<file path="src/rtl/byteblast8_loader.sv">
// Program loader: streams host bytes into the shared RAM, optionally verifies an 8-bit checksum, then enables the core.
// Latency: start->in_ready 1 cycle; accept->ram_we 1 cycle; last accept->done 2 cycles (VERIFY=0) or 2*(count+1)+2 cycles (VERIFY=1).
// Backpressure: in_ready is high only while loading; in_valid and start are ignored whenever they cannot be taken.
//
// Ports:
//   clk, reset (async, active-low)
//   start/base/count : load request, sampled only when idle
//   in_valid/in_ready/in_data : host byte handshake
//   ram_we/ram_adr/ram_din/ram_dout : RAM port (registered read, dout one cycle after adr)
//   cpu_enable : fde sequencer enable; busy/done/error : status
module byteblast8_loader #(
    parameter int ADDR_W = 5,
    parameter int DATA_W = 8,
    parameter int VERIFY = 1
) (
    input  logic              clk,
    input  logic              reset,
    input  logic              start,
    input  logic [ADDR_W-1:0] base,
    input  logic [ADDR_W-1:0] count,
    input  logic              in_valid,
    input  logic [DATA_W-1:0] in_data,
    output logic              in_ready,
    output logic              ram_we,
    output logic [ADDR_W-1:0] ram_adr,
    output logic [DATA_W-1:0] ram_din,
    input  logic [DATA_W-1:0] ram_dout,
    output logic              cpu_enable,
    output logic              busy,
    output logic              done,
    output logic              error
);

    typedef enum logic [2:0] {
        S_IDLE,
        S_LOAD,
        S_VADDR,
        S_VCMP,
        S_FINISH
    } state_t;

    state_t            r_state;
    logic [ADDR_W-1:0] r_base;
    logic [ADDR_W-1:0] r_count;
    logic [ADDR_W-1:0] r_idx;
    logic [DATA_W-1:0] r_wsum;
    logic [DATA_W-1:0] r_rsum;
    logic              r_rd_pend;
    logic              r_in_ready;
    logic              r_ram_we;
    logic [ADDR_W-1:0] r_ram_adr;
    logic [DATA_W-1:0] r_ram_din;
    logic              r_cpu_enable;
    logic              r_busy;
    logic              r_done;
    logic              r_error;

    // Read-back total including the byte landing on ram_dout this cycle;
    // width keeps the sum modulo 2^DATA_W.
    logic [DATA_W-1:0] w_rsum_final;
    assign w_rsum_final = r_rsum + ram_dout;

    always_ff @(posedge clk or negedge reset) begin
        if (!reset) begin
            r_state      <= S_IDLE;
            r_base       <= '0;
            r_count      <= '0;
            r_idx        <= '0;
            r_wsum       <= '0;
            r_rsum       <= '0;
            r_rd_pend    <= 1'b0;
            r_in_ready   <= 1'b0;
            r_ram_we     <= 1'b0;
            r_ram_adr    <= '0;
            r_ram_din    <= '0;
            r_cpu_enable <= 1'b0;
            r_busy       <= 1'b0;
            r_done       <= 1'b0;
            r_error      <= 1'b0;
        end else begin
            r_ram_we <= 1'b0;
            r_done   <= 1'b0;
            case (r_state)
                S_IDLE: begin
                    if (start) begin
                        r_base       <= base;
                        r_count      <= count;
                        r_idx        <= '0;
                        r_wsum       <= '0;
                        r_rsum       <= '0;
                        r_rd_pend    <= 1'b0;
                        r_cpu_enable <= 1'b0;
                        r_error      <= 1'b0;
                        r_in_ready   <= 1'b1;
                        r_busy       <= 1'b1;
                        r_state      <= S_LOAD;
                    end
                end
                S_LOAD: begin
                    if (in_valid && r_in_ready) begin
                        r_ram_we  <= 1'b1;
                        r_ram_adr <= r_base + r_idx;
                        r_ram_din <= in_data;
                        r_wsum    <= r_wsum + in_data;
                        if (r_idx == r_count) begin
                            r_idx      <= '0;
                            r_in_ready <= 1'b0;
                            r_state    <= (VERIFY != 0) ? S_VADDR : S_FINISH;
                        end else begin
                            r_idx <= r_idx + 1'b1;
                        end
                    end
                end
                S_VADDR: begin
                    // The RAM captures the address at the end of VCMP, so the
                    // word for the previous index shows up here; fold it in now.
                    r_ram_adr <= r_base + r_idx;
                    if (r_rd_pend) begin
                        r_rsum <= w_rsum_final;
                    end
                    r_rd_pend <= 1'b0;
                    r_state   <= S_VCMP;
                end
                S_VCMP: begin
                    r_rd_pend <= 1'b1;
                    if (r_idx == r_count) begin
                        r_state <= S_FINISH;
                    end else begin
                        r_idx   <= r_idx + 1'b1;
                        r_state <= S_VADDR;
                    end
                end
                S_FINISH: begin
                    // With VERIFY the last read word is on ram_dout this cycle.
                    r_done  <= 1'b1;
                    r_busy  <= 1'b0;
                    r_state <= S_IDLE;
                    if ((VERIFY != 0) && (w_rsum_final != r_wsum)) begin
                        r_error      <= 1'b1;
                        r_cpu_enable <= 1'b0;
                    end else begin
                        r_cpu_enable <= 1'b1;
                    end
                end
                default: begin
                    r_state <= S_IDLE;
                end
            endcase
        end
    end

    assign in_ready   = r_in_ready;
    assign ram_we     = r_ram_we;
    assign ram_adr    = r_ram_adr;
    assign ram_din    = r_ram_din;
    assign cpu_enable = r_cpu_enable;
    assign busy       = r_busy;
    assign done       = r_done;
    assign error      = r_error;

endmodule

</file>
<file path="config.mk">
export PLATFORM = sky130hd
export DESIGN_NAME = byteblast8_loader
export DESIGN_NICKNAME = d
export VERILOG_FILES = /design/src/rtl/byteblast8_loader.sv
export SDC_FILE = /design/constraint.sdc
export NUM_CORES = 1
export LEC_CHECK = 0
export CAP_MARGIN = 15
export CORE_MARGIN = 1
export CORE_UTILIZATION = 29
export CTS_BUF_LIST = sky130_fd_sc_hd__clkbuf_8
export DETAILED_ROUTE_END_ITERATION = 8
export GPL_TIMING_DRIVEN = 0
export PLACE_DENSITY_LB_ADDON = 0.15
export SYNTH_ARGS = -nofsm -noshare
export SYNTH_HDL_FRONTEND = slang
export SYNTH_SLANG_ARGS = --single-unit
</file>
<file path="constraint.sdc">
create_clock -name clk -period 2.7 [get_ports clk]
set_input_delay 0.405 -clock clk [delete_from_list [all_inputs] [get_ports clk]]
set_output_delay 0.405 -clock clk [all_outputs]
set_load 0.02 [all_outputs]
</file>
; Word-level counts from Yosys, hierarchy flattened
; Cells that the tools add are included.
[totals]
register_bits = 54
inputBits = 30
out_inout_bits = 19
[op_classes]
add_sub_neg = 4
eq_ne = 12
muxes = 31
reduce_logical = 19
[ops]
columns = operator, count
row1 = case mux 8 bit (2 select lines), 2
row2 = two-way mux 5 bit, 5
row3 = two-way mux 8 bit, 3
row4 = adder 8 bit, 2
row5 = case mux 5 bit (3 select lines), 1
row6 = two-way mux 3 bit, 4
row7 = "inequality test 2 bit, second input constant", 6
row8 = case mux 3 bit (4 select lines), 1
row9 = AND reduction 3 bit, 4
row10 = case mux 5 bit (2 select lines), 1
row11 = AND reduction 2 bit, 5
row12 = two-way mux 1 bit, 9
row13 = inequality test 8 bit, 1
row14 = case mux 1 bit (2 select lines), 4
row15 = AND reduction 4 bit, 2
row16 = nonzero test 2 bit, 4
row17 = "equality test 3 x 2 -> 1 bit, second input constant", 2
row18 = nonzero test 3 bit, 2
row19 = "adder 5 x 1 -> 5 bit, second input constant", 1
row20 = adder 5 bit, 1
row21 = equality test 5 bit, 1
row22 = "equality test 3 x 1 -> 1 bit, second input constant", 1
row23 = "equality test 3 bit, second input constant", 1
row24 = logical NOT 3 bit, 1
row25 = other kinds (2), 2

; Longest topological paths before layout
; Gate-level depths: netlist (run 1).
[depth]
word_depth = 4
mapped_depth = 8
depth_no_buf = 8

; Worst setup path after synthesis (run 1)
; No wires, ideal clock.
[synth_timing]
kind = input port to flip-flop
startpoint = input ram_dout[0]
endpoint = register r_error (netlist: error)
setup_time_ps = 132
arrival_ps = 2228
required_time_ps = 2568
setup_slack_ps = 340
path_stages = 8
cell_sequence = ha_1 -> fa_1 -> a21o_1 -> a21oi_2 -> xnor3_1 -> or3_1 -> nor4_2 -> a31oi_1
[synth_via]
elab_chain_cells = 4
[synth_rtl]
columns = item, line
row1 = from (decl), 27  ; input logic [DATA_W-1:0] ram_dout,
row2 = adder 8 bit, 61  ; assign w_rsum_final = r_rsum + ram_dout;
row3 = inequality test 8 bit, 138  ; if ((VERIFY != 0) && (w_rsum_final != r_wsum)) begin
row4 = inequality test 2 bit (no source line), n/a
row5 = AND reduction 3 bit (no source line), n/a
row6 = to (signal assigned), 79  ; r_error <= 1'b0;
row7 = to (signal assigned), 93  ; r_error <= 1'b0;
row8 = to (signal assigned), 139  ; r_error <= 1'b1;
row9 = to (decl), 56  ; logic r_error;
; No other way between the ends.
; A chain may end at the register's enable or synchronous reset.

; Worst setup path after layout (run 1)
; Ends and elaborated chain as after synthesis.

==> flow_summary.toml, run 1 <==
[run_status]
status = "finished clean"

[cts]
htree_levels = 2
cts.sinks = 54
clkTransAtPathRegs_ns = 0.10
cts_setup_buffers = 0
cts_tree = "done"
numCtsBuffers = 5
cts.path.max_buffers = 2
cts_root_buffer = "clkbuf_8"
hold_buffers = 0
clk_latency_ns = 0.30

[floorplan]
die_w_um = 103.7
fp-row-count = 36
start_util_pct = 30.28
ios = 49
core-area_mm2 = 0.009910
design.die.area_mm2 = 0.01076
die_y_um = 103.7

[cells_and_area]
final_cell_mix = "nand2_1, dfrtp_1, clkdlybuf4s50_1"
drive_above_1_share_pct = 6.630
final_core_utilization_pct = 38.51
fin_area_mm2 = 0.003816
seqCellArea_mm2 = 0.001351
fillers = 1013
multi_input_area_mm2 = 0.001590
fin_nets = 413
final_common_cell = "nand2_1"
antenna_cells = 0
synthToLayoutAreaGrowth_pct = 27.19

[setup_path]
cp_num_buf_inv = 1
crit_chain = "clkdlybuf4s50_1 -> ha_1 -> fa_2 -> a21o_1 -> a21oi_2 -> xnor3_1 -> or3_1 -> nor4_4 -> a31oi_1"
crit_slowest_cell = "clkdlybuf4s50_1"
cp.required_ns = 2.89
startpoint_type = "input pin"
cp_top_family = "adder cells"
worst-setup-path-type = "in2reg"
cp_max_fo = 3
cp-end-kind = "flop"
worst_ep_arrival_time_ns = 2.73
max_stage_delay_ns = 0.41

[synthesis]
yosys_warnings = 0
synth_mux_area_share_pct = 3.169
yosys.area.top_type_share_pct = 45.04
synth_seq_cells = 54
synth_nets = 357
synth_cell_types = 43
syn_avg_cell_area_um2 = 9.837
synth_fa_ha_area_share_pct = 9.925
ys.flop_type = "dfrtp_1"
synth-xor-area-share_pct = 9.383
synthSimpleGateAreaFrac_pct = 16.47
synth_area_leader_cell = "dfrtp_1"
synth_top_family_by_area = "simple AND/OR/NAND/NOR gates"
synthTopCellsByArea = "dfrtp_1, nand2_1, ha_1"
postSynthCellCount = 305
synth_compound_area_share_pct = 13.68
seq_area_frac_synth_pct = 45.04
async_flop_share_pct = 100.0
syn_area_mm2 = 0.003000
synth_edf_count = 0

[drt]
vias = 2246
drtIter0Drc = 79
wirelength_mm = 6.501
drt_pass1_iterations = 4
wl_per_cell_um = 13.13
highest_layer = "met4"
wl_met3_um = 188
final_antenna_net_count = 0
drc = 0
post_drt_via_cell_ratio = 4.537
wl_met2_mm = 2.816
met1_length_mm = 3.421

[sta]
period_share_pct = 93.99
grt_setup_unrepaired = "false"
setup_violations = 0
period_minus_slack_ns = 2.538
hold_viol = 0
fmax_mhz = 394.0
maxSlewHeadroom_pct = 63.18
final.setup_skew_ns = 0.005930
drv_slew = 0
tightest_slew_ns = 0.5502

[power]
power_leakage_nw = 1.877
powerDensity_mw_per_mm2 = 413.7
ir_drop_mv = 0.2226

[global_route]
grt_pass1_wl_mm = 11.15
antenna_found_initial = 0
grt_pass1_vias = 2225
grt_max_degree = 33
grtUsageTotal_pct = 12.81
overflow = 0

[placement]
hpwl_mm = 4.960
placed_area_mm2 = 0.003662
globalplace.congestion = 0.7569
portBuffers = 48

[worst_hold_path]
hp-class = "in2async"

[flow_run]
cap_violations = 0
[where the power goes]
| group | leakage, nW | internal [mW] | switching [mW] |
|---|---|---|---|
| Combinational | 1.07 | 0.0575 | 0.0453 |
| Sequential | 0.734 | 0.808 | 0 |
| Clock | 0.0714 | 0.396 | 0.272 |
[registers in the layout, summed over array words and instances, names as in the netlist, 3 cells and up]
signal   count
ram_adr      5
ram_din      8
r_wsum       8
r_rsum       8
r_state      3
r_base       5
r_count      5
r_idx        5
[through the flow]
step / total power [mW] / setup WS [ns] / setup TNS, ns / hold slack [ns] / cells
after global routing: 1.650 / 0.03063 / 0 / 0.09809 / 495
after CTS: 1.604 / 0.04450 / 0 / 0.09021 / 495
after detailed placement: 0.9276 / -0.2862 / -0.5648 / 0.4269 / 487
after floorplan: 0.8555 / 0.3397 / 0 / 0.1094 / 305
final: 1.579 / 0.1622 / 0 / 0.07300 / 495
after global placement: 0.9247 / -0.5272 / -28.88 / 0.4600 / 486
[final timing paths]
kind	slack [ns]	to	cells past startpoint	from
max in group asynchronous	2.07	r_idx[0]	2	reset
hold reg to reg	0.48	ram_din[5]	2	ram_din[5]
setup reg to reg	0.29	error	8	r_rsum[0]
min in group clk	0.48	ram_din[5]	2	ram_din[5]
setup / recovery	0.16	error	9	ram_dout[0]
hold / removal	0.07	ram_adr[0]	1	reset
[final cells by class]
type | instances | share of cell area (%)
Tap cell | 133 | 4.361
Timing Repair Buffer | 49 | 12.98
Inverter | 10 | 0.9836
Buffer | 8 | 0.8525
Clock inverter | 2 | 1.574
Clock buffer | 6 | 2.164
Sequential cell | 54 | 35.41
Multi-Input combinational cell | 233 | 41.67
[cell usage after synthesis, types with 2 or more instances]
cell,number
nand2_1,68
dfrtp_1,54
ha_1,19
nor2_1,18
xnor2_1,18
o21ai_0,16
a21oi_1,14
nand3_1,10
inv_1,9
xor2_1,9
a22o_1,8
clkbuf_1,6
a21o_1,5
mux2i_1,5
mux2_2,4
fa_1,3
nand2b_1,3
o31ai_1,3
or3_1,3
and3_1,2
buf_2,2
nor2b_1,2
nor3_1,2
or2b_1,2
xnor3_1,2
[cell families after synthesis]
kind of cell / Yosys count
multiplexers: 9
XOR/XNOR: 29
adder cells (fa/ha/maj): 22
AND/OR/NAND/NOR: 113
flip-flops: 54
AO/OA/AOI/OAI: 60
buffers and inverters: 18
[metal layers]
metal / global-route usage, % / vias to the layer above
li1: - / 1166
met1: 19.21 / 1029
met2: 18.89 / 46
met3: 2.014 / 5
met4: 3.673 / 0
met5: 0 / -
[timing repair]
action / CTS / global route
gates resized for setup: 0 / 2
setup endpoints to repair: 0 / 2
hold endpoints to repair: 0 / 0
(Power assumes the default switching activity.)
==> inputs of run 2 (changes only) <==
--- a/config.mk
+++ b/config.mk
@@ -9,6 +9,7 @@
 export CORE_MARGIN = 1
 export CORE_UTILIZATION = 29
 export CTS_BUF_LIST = sky130_fd_sc_hd__clkbuf_8
+export CTS_CLUSTER_DIAMETER = 30
 export DETAILED_ROUTE_END_ITERATION = 8
 export GPL_TIMING_DRIVEN = 0
 export PLACE_DENSITY_LB_ADDON = 0.15
==> results of run 2 <==
Final layout, timing and power as in run 1 (identical DEF).
==> inputs of run 3 (changes only) <==
--- a/config.mk
+++ b/config.mk
@@ -6,6 +6,7 @@
 export NUM_CORES = 1
 export LEC_CHECK = 0
 export CAP_MARGIN = 15
+export CORE_ASPECT_RATIO = 0.9
 export CORE_MARGIN = 1
 export CORE_UTILIZATION = 29
 export CTS_BUF_LIST = sky130_fd_sc_hd__clkbuf_8
==> flow_summary.toml, run 3 (synthesis results as in run 1) <==
[global_route]
overflow = 0
grtUsageTotal_pct = 13.79
grt_pass1_vias = 2287
antenna_found_initial = 0
grt_max_degree = 31
grt_pass1_wl_mm = 11.65

[power]
swShare_pct = 22.15
power_leakage_nw = 1.878
internal_power_mw = 1.140
combPwrFrac_pct = 7.0
switching_power_mw = 0.3242
powerDensity_mw_per_mm2 = 385.7
total_power_mw = 1.464
pwr-share-clk_pct = 37.8
p_seq_share_pct = 55.2
ir_drop_mv = 0.1892

[cts]
cts_tree = "done"
cts.path.max_buffers = 2
htree_levels = 2
cts_root_buffer = "clkbuf_8"
clk_latency_ns = 0.31
numCtsBuffers = 5
hold_buffers = 0
cts.sinks = 54
clkTransAtPathRegs_ns = 0.11

[sta]
setup_violations = 0
hold_viol = 0
final.setup_skew_ns = 0.01291
hold_slack_ns = 0.1400
grt_setup_unrepaired = "false"
setup_ws_ns = 0.1755
fmax_mhz = 396.1
maxSlewHeadroom_pct = 52.48
tightest_slew_ns = 0.7128
period_minus_slack_ns = 2.524
drv_slew = 0
period_share_pct = 93.50

[drt]
drc = 0
post_drt_via_cell_ratio = 4.592
wl_per_cell_um = 13.78
drt_pass1_iterations = 4
drtIter0Drc = 66
final_antenna_net_count = 0
wirelength_mm = 6.751
vias = 2250

[floorplan]
design.die.area_mm2 = 0.01076
core-area_mm2 = 0.009869
die_y_um = 98.50
fp-row-count = 34
die_w_um = 109.2
ios = 49
start_util_pct = 30.40

[placement]
placed_area_mm2 = 0.003654
pre_cts_slack_ns = -0.2925
portBuffers = 48
globalplace.congestion = 0.7863
hpwl_mm = 5.119

[flow_run]
cap_violations = 0

[setup_path]
cp-end-kind = "flop"
cp_max_fo = 3
max_stage_delay_ns = 0.42
startpoint_type = "flop"
crit_slowest_cell = "dfrtp_1"
worst-setup-path-type = "reg2reg"
cp.required_ns = 2.89
worst_ep_arrival_time_ns = 2.71
crit_chain = "ha_4 -> fa_2 -> a21o_1 -> a21oi_2 -> xnor3_1 -> or3_1 -> nor4_2 -> a31oi_1"

[cells_and_area]
fillers = 1021
final_core_utilization_pct = 38.45
fin_nets = 415
final_cell_mix = "nand2_1, dfrtp_1, clkdlybuf4s50_1"
antenna_cells = 0
drive_above_1_share_pct = 7.418
fin_area_mm2 = 0.003795
synthToLayoutAreaGrowth_pct = 26.48
final_common_cell = "nand2_1"

[run_status]
status = "finished clean"

[worst_hold_path]
hp-class = "in2async"
run 3: per-stage QoR:
stage / instances / setup TNS [ns]
finish: 490 / 0
global route: 490 / 0
CTS: 488 / 0
detailed placement: 480 / -0.5637
global placement: 479 / -32.47
floorplan: 305 / 0
run 3: path summary, 6_finish.rpt:
kind | depth (start not counted) | start | endpoint | slack [ns]
worst max-delay path | 8 | r_rsum[0] | error | 0.18
worst max register to register | 8 | r_rsum[0] | error | 0.18
min in group clk | 2 | ram_din[3] | ram_din[3] | 0.49
worst min-delay path | 1 | reset | r_count[4] | 0.14
max in group asynchronous | 2 | reset | r_wsum[6] | 1.98
worst min register to register | 2 | ram_din[3] | ram_din[3] | 0.49
run 3: cell type report:
type	count	area [um^2]	area share, %
tap	126	157.7	4.154
buffer	8	32.53	0.8572
clock buffer	5	68.82	1.813
sequential	54	1351	35.61
multi-input combinational	233	1594	42.00
inverter	10	37.54	0.9891
clock inverter	3	40.04	1.055
timing repair buffer	51	513.0	13.52
run 3: timing repair:
item                                    4_1_cts  5_1_grt
endpoints found under the setup margin        0        2
gates resized for setup                       0        4
setup buffers                                 0        2
hold endpoints to repair                      0        0
run 3: power groups by stage:
stage	sequential, mW	clock, mW	combinational, mW
floorplan	0.824	0	0.0313
global placement	0.824	0	0.102
detailed placement	0.824	0	0.104
CTS	0.808	0.577	0.105
global route	0.808	0.604	0.115
finish	0.808	0.553	0.103
run 3: critical path: cells and delay by family, from the launching register on:
kind,cells,cell delay [ns]
XOR/XNOR,1,0.24
AND/OR/NAND/NOR,2,0.65
AO/OA/AOI/OAI,3,0.49
adder cells (fa/ha/maj),2,0.59
flip-flops,1,0.42
run 3: metal layers:
layer | wire length (um) | vias up | track usage (%)
li1 | - | 1164 | -
met3 | 215 | 5 | 2.447
met2 | 2752 | 37 | 19.69
met1 | 3703 | 1044 | 21.25
met4 | 80 | 0 | 3.692
met5 | 0 | - | 0
==> variant 1 (config.mk and constraints of run 3) <==
Set the parameter `ADDR_W` to 3 (it was 5).
--- a/src/rtl/byteblast8_loader.sv
+++ b/src/rtl/byteblast8_loader.sv
@@ -9,7 +9,7 @@
 //   ram_we/ram_adr/ram_din/ram_dout : RAM port (registered read, dout one cycle after adr)
 //   cpu_enable : fde sequencer enable; busy/done/error : status
 module byteblast8_loader #(
-    parameter int ADDR_W = 5,
+    parameter int ADDR_W = 3,
     parameter int DATA_W = 8,
     parameter int VERIFY = 1
 ) (
Ports: changed (resized base, count and ram_adr); port bits go from 49 to 43. No check against the original RTL was run, so the function may have changed too.
==> variant 1 against run 3 <==
- count of clock-buffer cells in the layout unchanged
- global-route usage fell by 0.43 points
- synthesized area shrank 14%
- cell count decreased by 14%
- final area shrank 14%
- critical path depth rose by 1
- first-iteration DRC count down 48%
- worst setup slack barely moved
- sequential cell count is 8 lower
- wire length shrank 18%
- sequential share of layout area fell by 0.51 points
- critical path type is now in -> reg
- highest routed layer unchanged
Power is not compared: it rests on default switching activity, and its combinational part moved more than twofold at a synthesized area within 25%.
==> variant 1: results (changes against run 3) <==
outcome complete, no violations; Setup crit start ram_dout[0]; # port buffers 42 (-13%); Via density 4.41 (-4.0%); CP Buf/Inv Count 1 (+1); routed len/inst 13.1 um (-5.0%); mux cell area share after synthesis 0.0467 (+0.0150); Synth Area in Compound Gates 0.115 (-0.0215); pin count of the biggest net entering global routing 26 (-16%); Post-Synth XOR/XNOR Area 0.102 (+0.00836); Layout clock area frac 0.0336 (+0.00489); Max Clock Skew 0.0106 ns (-0.00235 ns); Synth top cells by count dfrtp_1, nand2_1, nand3_1; Repair and plain buffers 52 (-12%); met1 usage 0.198 (-0.0141); Multi-Input Combinational 187 (-20%); multi-input combinational area share 0.411 (-0.00952); DRT iter0 DRCs 34 (-48%); M3 GR Usage 0.0293 (+0.00478); vias in the first global route 1834 (-20%); Seq/total area 0.351 (-0.00507); Max-slew headroom 0.568 (+0.0429); Seq cells post-synth 46 (-15%); met1 WL 2920 um (-21%); CP max-delay cell clkdlybuf4s50_1; Final Wtd Congestion 0.748 (-4.8%); Layout fillers 896 (-12%); nets@finish 348 (-16%); adder-cell share of the synthesized area 0.101 (+0.00197); synth unique cells 44 (+2.3%); Data buffer area share 0.147 (+0.00314); hpwl dp 4090 um (-20%); Seq/Total Area, Yosys 0.448 (-0.00269)
variant 1: power groups by stage:
stage,registers (uW),clock network (uW),logic (uW)
after floorplan,1200,0,961
after global placement,1130,0,1500
after detailed placement,1130,0,1520
after CTS,1120,542,1520
after global routing,1160,562,1700
final,1120,517,1500
variant 1: path summary, 6_finish.rpt:
path | endpoint | slack, ns | depth (start not counted)
setup / recovery | error$_DFFE_PN0P_ | 0.18 | 9
hold / removal | r_rsum[7]$_DFFE_PN0P_ | 0.12 | 1
setup reg to reg | error$_DFFE_PN0P_ | 0.32 | 8
hold reg to reg | ram_din[2]$_DFFE_PN0P_ | 0.49 | 2
max in group asynchronous | r_idx[2]$_DFFE_PN0P_ | 2.04 | 2
min in group clk | ram_din[2]$_DFFE_PN0P_ | 0.49 | 2
variant 1: worst register-to-register path, stage by stage (launching register included):
cell	delay [ns]
dfrtp_1	0.39
ha_1	0.23
fa_2	0.38
a21o_1	0.18
a21oi_2	0.19
xnor3_1	0.23
nor3_1	0.21
nand4b_1	0.19
o31a_1	0.27
==> variant 2 (settings of run 3) <==
Without the edit above. Register the output `error` once more, without a reset; this adds one clock of latency there. The other outputs are not delayed to match.
--- a/src/rtl/byteblast8_loader.sv
+++ b/src/rtl/byteblast8_loader.sv
@@ -156,7 +156,9 @@
     assign cpu_enable = r_cpu_enable;
     assign busy       = r_busy;
     assign done       = r_done;
-    assign error      = r_error;
+    always_ff @(posedge clk) begin
+        error <= r_error;
+    end
 
 endmodule
 
Formal check against the unedited RTL: not equivalent (Yosys sat finds a counterexample within 10 cycles, from zero or initial values and one cycle with reset low).
==> variant 2 against run 3 <==
- global-route usage is 0.41 points lower
- worst setup slack worse by 0.048 ns
- hold slack got worse by 0.11 ns
- core utilization is 0.20 points lower
- sequential cell count rose by 1
- combinational power barely moved
- via count fell by 0.49%
- synthesized area grew 0.67%
- total power about the same
- final area hardly changed
- wire length shrank 1.5%
- critical path type is now in -> reg
- critical endpoint is now r_error$_DFFE_PN0P_
- largest cell class unchanged
==> variant 2: results (changes against run 3) <==
Setup crit start ram_dout[0]; CP max-delay cell or3_1; nets@finish 414 (-0.24%); Max Clock Skew 0.00962 ns (-0.00329 ns); synthesized area per cell 9.87 um2 (+0.34%); synth unique cells 44 (+2.3%); r2r endpoint r_error$_DFFE_PN0P_; die span in x 110 um (+0.33%); GRT Util Overall 0.134 (-0.00409); outcome complete, no violations; WHS 0.0256 ns (-0.114 ns); Data buffer area share 0.139 (-0.00448); pin count of the biggest net entering global routing 38 (+23%); Layout clock area frac 0.0281 (-0.000632); Async S/R FF share, synth 0.982 (-0.0182); fin cells 489 (-0.20%); first-pass GRT wire length 11200 um (-3.5%); Repair and plain buffers 57 (-3.4%); Final Routed Wirelength 6650 um (-1.5%); CTS Sinks 55 (+1.9%); multi-input combinational area share 0.419 (-0.000574); Layout fillers 1035 (+1.4%); Via density 4.58 (-0.29%); main area contributors after synthesis dfrtp_1, nand2_1, ha_1; Placed Cells 481 (+0.21%)
## variant 2: cell count changes in the layout (fill, tap and decap cells not counted)
cell / delta
clkdlybuf4s50_1: +1
nor4_4: +1
nor4_2: -1
clkinv_2: -2
inv_1: +2
ha_1: +1
dfxtp_1: +1
dlymetal6s2s_1: -1
buf_4: -2
ha_4: -1
## variant 2: logic make-up after synthesis
group | share of synthesized area
fa+ha+maj | 0.0986
simple gates | 0.164
buf+inv | 0.0232
flops | 0.454
compound gates | 0.136
xor+xnor | 0.0932
mux | 0.0315
## variant 2: power by group through the flow
| stage | Combinational [uW] | Clock (uW) | Sequential (uW) |
|---|---|---|---|
| after global placement | 102 | 0 | 839 |
| after floorplan | 31.3 | 0 | 839 |
| after global routing | 116 | 588 | 823 |
| final | 103 | 537 | 823 |
| after CTS | 105 | 560 | 823 |
| after detailed placement | 105 | 0 | 839 |
